`src/rtl/bcd_countdown_timer_pkg.sv`:
```
// Shared state encoding, BCD digit constants and load sanitising helper for the countdown timer.
package bcd_countdown_timer_pkg;

    typedef enum logic [1:0] {
        ST_IDLE    = 2'd0,
        ST_RUN     = 2'd1,
        ST_EXPIRED = 2'd2
    } state_e;

    localparam logic [3:0] BCD_MAX  = 4'd9;
    localparam logic [3:0] BCD_ZERO = 4'd0;

    // Clamp a non-decimal nibble (A-F) to 9 so count always holds legal BCD.
    function automatic logic [3:0] sanitize_digit(input logic [3:0] d);
        return (d > BCD_MAX) ? BCD_MAX : d;
    endfunction

endpackage

```
`src/rtl/bcd_digit_down.sv`:
```
// One BCD digit of the down-counter: decrements on borrow_in, wraps 0->9 and propagates the borrow.
module bcd_digit_down
    import bcd_countdown_timer_pkg::*;
(
    input  logic [3:0] digit,
    input  logic       borrow_in,
    output logic [3:0] next_digit_c,
    output logic       borrow_out_c
);

    // Decrement this digit when the lower digits requested a borrow.
    always_comb begin
        next_digit_c = digit;
        borrow_out_c = 1'b0;
        if (borrow_in) begin
            if (digit == BCD_ZERO) begin
                next_digit_c = BCD_MAX;
                borrow_out_c = 1'b1;
            end else begin
                next_digit_c = digit - 4'd1;
            end
        end
    end

endmodule

```
`src/rtl/bcd_countdown_timer.sv`:
```
// Multi-digit BCD countdown timer with load/start/stop control, optional auto-reload and expiry pulse.
module bcd_countdown_timer
    import bcd_countdown_timer_pkg::*;
#(
    parameter int unsigned NUM_DIGITS  = 2,
    parameter bit          AUTO_RELOAD = 1'b0
) (
    input  logic                    clk,
    input  logic                    rst,
    input  logic                    load,
    input  logic [4*NUM_DIGITS-1:0] load_val,
    input  logic                    start,
    input  logic                    stop,
    input  logic                    en,
    output logic [4*NUM_DIGITS-1:0] count,
    output logic                    busy,
    output logic                    zero,
    output logic                    done
);

    localparam int unsigned W = 4 * NUM_DIGITS;

    state_e         state_q, state_d;
    logic [W-1:0]   count_q, count_d;
    logic [W-1:0]   reload_q, reload_d;
    logic           busy_q, busy_d;
    logic           done_q, done_d;

    logic [W-1:0]          load_san;
    logic [W-1:0]          count_dec;
    logic [NUM_DIGITS:0]   borrow;
    logic                  count_is_one;

    // The chain is seeded with a constant decrement request, so a borrow out of
    // the top digit means every digit was zero: that is exactly the zero flag.
    assign borrow[0] = 1'b1;

    genvar i;
    for (i = 0; i < int'(NUM_DIGITS); i++) begin : g_digit
        assign load_san[4*i +: 4] = sanitize_digit(load_val[4*i +: 4]);

        bcd_digit_down u_digit (
            .digit        (count_q[4*i +: 4]),
            .borrow_in    (borrow[i]),
            .next_digit_c (count_dec[4*i +: 4]),
            .borrow_out_c (borrow[i+1])
        );
    end

    assign zero         = borrow[NUM_DIGITS];
    assign count_is_one = (count_q == W'(1));

    // Next-state logic: load > stop > start > en tick, evaluated per state.
    always_comb begin
        state_d  = state_q;
        count_d  = count_q;
        reload_d = reload_q;
        done_d   = 1'b0;

        if (load) begin
            count_d  = load_san;
            reload_d = load_san;
            state_d  = ST_IDLE;
        end else begin
            unique case (state_q)
                ST_IDLE: begin
                    if (start && !zero) begin
                        state_d = ST_RUN;
                    end
                end
                ST_RUN: begin
                    if (stop) begin
                        state_d = ST_IDLE;
                    end else if (en && !zero) begin
                        if (count_is_one) begin
                            done_d = 1'b1;
                            if (AUTO_RELOAD) begin
                                count_d = reload_q;
                            end else begin
                                count_d = '0;
                                state_d = ST_EXPIRED;
                            end
                        end else begin
                            count_d = count_dec;
                        end
                    end
                end
                ST_EXPIRED: begin
                    state_d = ST_EXPIRED;
                end
                default: begin
                    state_d = ST_IDLE;
                end
            endcase
        end

        busy_d = (state_d == ST_RUN);
    end

    // State and datapath registers with synchronous reset.
    always_ff @(posedge clk) begin
        if (rst) begin
            state_q  <= ST_IDLE;
            count_q  <= '0;
            reload_q <= '0;
            busy_q   <= 1'b0;
            done_q   <= 1'b0;
        end else begin
            state_q  <= state_d;
            count_q  <= count_d;
            reload_q <= reload_d;
            busy_q   <= busy_d;
            done_q   <= done_d;
        end
    end

    assign count = count_q;
    assign busy  = busy_q;
    assign done  = done_q;

endmodule

```
`config.mk`:
```
export PLATFORM = sky130hd
export DESIGN_NAME = bcd_countdown_timer
export DESIGN_NICKNAME = d
export VERILOG_FILES = /design/src/rtl/bcd_countdown_timer_pkg.sv /design/src/rtl/bcd_digit_down.sv /design/src/rtl/bcd_countdown_timer.sv
export SDC_FILE = /design/constraint.sdc
export NUM_CORES = 1
export LEC_CHECK = 0
export CORE_UTILIZATION = 48
export DETAILED_ROUTE_END_ITERATION = 12
export MAX_ROUTING_LAYER = met4
export PLACE_DENSITY = 0.83
export SETUP_SLACK_MARGIN = 0.1
export SLEW_MARGIN = 20
export SYNTH_ARGS = -nofsm -noshare
export SYNTH_HDL_FRONTEND = slang
export SYNTH_SLANG_ARGS = --single-unit
```
`constraint.sdc`:
```
create_clock -name clk -period 3.4 [get_ports clk]
set_input_delay 0.34 -clock clk [delete_from_list [all_inputs] [get_ports clk]]
set_output_delay 0.34 -clock clk [all_outputs]
set_load 0.005 [all_outputs]
```
==> summary.md <==
| Metric | Value |
|---|---|
| Via density | 5.63 |
| Power density over the cells | 358 nW/um^2 |
| Hold Crit Class | register to register |
| Final slew viol count | 0 |
| Synth warn | 0 |
| Crit-path max FO | 8 |
| Hold buffers post-CTS | 0 |
| Finish-stage setup viols | 0 |
| Largest net degree at the start of global routing | 15 |
| Unique masters post-synth | 34 |
| Total grt overflow | 0 |
| Clk pin slew, worst setup/hold paths | 80 ps |
| Pwr Total | 0.373 mW |
| Leading area contributor after synthesis | dfxtp_1 |
| Vias in the first global route | 660 |
| Clock Sinks | 12 |
| Seq cells post-synth | 12 |
| LEAKAGE | 0.382 nW |
| Routed via count | 726 |
| Routed len/inst | 12.0 microns |
| Die area | 1760 sq um |
| Core Region | 1510 sq um |
| Peak supply drop | 208 uV |
| Fillers | 141 |
| Yosys top cell area share | 31.3% |
| Initial core utilization | 50.9% |
| Diode count | 0 |
| Die height | 42.0 microns |
| WP data arrival | 2020 ps |
| Post-DP HPWL | 1220 microns |
| NumNets Final | 129 |
| PostCTS Resize Cnt | 0 |
| Min cycle time layout | 2360 ps |
| Syn_nets | 104 |
| Rows | 14 |
| CTS tree | built |
| Die W | 42.0 microns |
| Ys flop type | dfxtp_1 |
| Final instance area | 1040 sq um |
| Avg Inst Size Synth | 8.62 sq um |
| Unrepaired setup endpoints after global routing | false |
| Pin slew with the least headroom to its limit | 502 ps |
| Io pins | 25 |
| Status | complete, no violations |
| Max Cap Viol | 0 |
| Crit. End Element | output pin |
| Antenna violations before repair | 0 |
| Cell area after synthesis | 767 sq um |
| Top cells by count, synth | dfxtp_1 (12), nor2_1 (8), inv_1 (7) |
| Slew margin rel. | 66.5% |
| # DRC | 0 |
| Sequential area share after synthesis | 31.3% |
| Seq. cell area | 240 sq um |
| Gate Count Post-Synth | 89 |
| Count leader, synth | dfxtp_1 |
| Async set-reset flop share out of synthesis | 0% |
| Total global routing track utilization | 20.5% |
| Clock buffer depth | 2 |
| Combined area of the multi-input logic cells | 479 sq um |
| Detailed Route WL | 1550 microns |
| GP Congestion | 0.813 |
| Final TNS setup | 0 ps |
| Post-synth EDFFs | 0 |
| Total CTS buffers | 3 |
| Port bufs | 24 |
| Post-CTS setup buffers | 0 |
| FMAX | 424 MHz |
| Final setup skew | 6.76 ps |
| Initial DRC Count | 14 |
| Final cycle utilization of the critical path | 69.4% |
| Layout cell share with drive strength beyond 1 | 8.85% |
| Fin. Hold Viols | 0 |
| First-pass GRT wire length | 2660 microns |
| Final ANT Viol Nets | 0 |
| Crit start category | register |
| H-tree Lvls | 1 |
| First-pass detailed-route iteration total | 4 |
| Required time of the worst setup path | 3060 ps |
| Skew-Pair Late Insertion Delay | 280 ps |
| CP Class | register to output pin |
| Ranking of synthesized cells by area | dfxtp_1 (31%), mux2i_1 (6.5%), nor4_4 (5.5%) |
| Synth-to-layout area growth | 35.9% |
| DP Area | 1010 sq um |
| CTS root buffer | clkbuf_4 |
critical path, stage by stage (launching register included):
cell and delay (ps):
dfxtp_1 340, inv_1 80, ha_1 200, nor3b_4 380, nand2_1 130, nor2_1 110
clkdlybuf4s50_1 510
metal layers:
metal  GRT usage, %  vias up  share of wire (%)
li1               -      379                  -
met4           11.6        0                2.2
met1           22.5      320                 45
met5              -        -                  0
met2           33.8       22                 48
met3           5.17        5                4.1
final timing paths:
| kind | startpoint | endpoint | slack, ps | cells after the start |
|---|---|---|---|---|
| setup / recovery | count[4]$_SDFFE_PP0P_ | zero | 1040 | 6 |
| hold / removal | count[5]$_SDFFE_PP0P_ | count[5]$_SDFFE_PP0P_ | 500 | 2 |
| setup reg to reg | state_q[1]$_SDFF_PP0_ | count[2]$_SDFFE_PP0P_ | 1660 | 4 |
| hold reg to reg | count[5]$_SDFFE_PP0P_ | count[5]$_SDFFE_PP0P_ | 500 | 2 |
power breakdown:
part / leakage [nW] / internal [mW] / switching, mW / total, mW
Clock: 0.0210 / 0.0652 / 0.0488 / 0.114
Combinational: 0.263 / 0.0548 / 0.0413 / 0.0962
Sequential: 0.0984 / 0.149 / 0.0145 / 0.163
Total: 0.382 / 0.269 / 0.105 / 0.373
cell type report:
cell class	instances	area share, %
Multi-Input combinational cell	66	46.0
Sequential cell	12	23.0
Timing Repair Buffer	24	23.0
Clock buffer	4	3.48
Inverter	7	2.52
Tap cell	16	1.92
cell families after synthesis:
kind of cell	count (synthesis)	share of synthesized area (%)
and+or+nand+nor	32	26.9
AOI/OAI and AO/OA	25	23.3
DFF	12	31.3
buffers and inverters	11	6.20
muxes	7	9.46
xor gates and xnor gates	1	1.14
adders and majority gates	1	1.63
through the flow:
| step | worst slack, ps | hold WS (ps) | util [%] | instances |
|---|---|---|---|---|
| floorplan | 1900 | 474 | - | 89 |
| global placement | 1310 | 482 | 66.8 | 125 |
| detailed placement | 1280 | 500 | 66.8 | 125 |
| CTS | 1020 | 512 | 69.2 | 129 |
| global route | 852 | 535 | 69.2 | 129 |
| finish | 1040 | 505 | 69.2 | 129 |
registers in the layout, indices dropped and copies added (netlist names):
register / cells
done: 1
busy: 1
state_q: 2
count: 8
cell usage in the layout, fill, tap and decap left out, types with 2 or more instances in the layout:
master,Yosys,routed
dfxtp_1,12,12
o21ai_0,5,5
nor4_1,2,2
a21oi_1,5,5
mux2i_1,5,5
nor2_1,8,8
nand2_1,6,6
inv_1,7,7
clkbuf_4,1,3
nor4_4,2,2
clkdlybuf4s50_1,0,24
mux2_2,2,2
a2111oi_0,2,2
a211oi_1,4,4
nor3_1,5,5
nand2b_1,3,3
No activity file was read; power rests on OpenSTA's default activity.
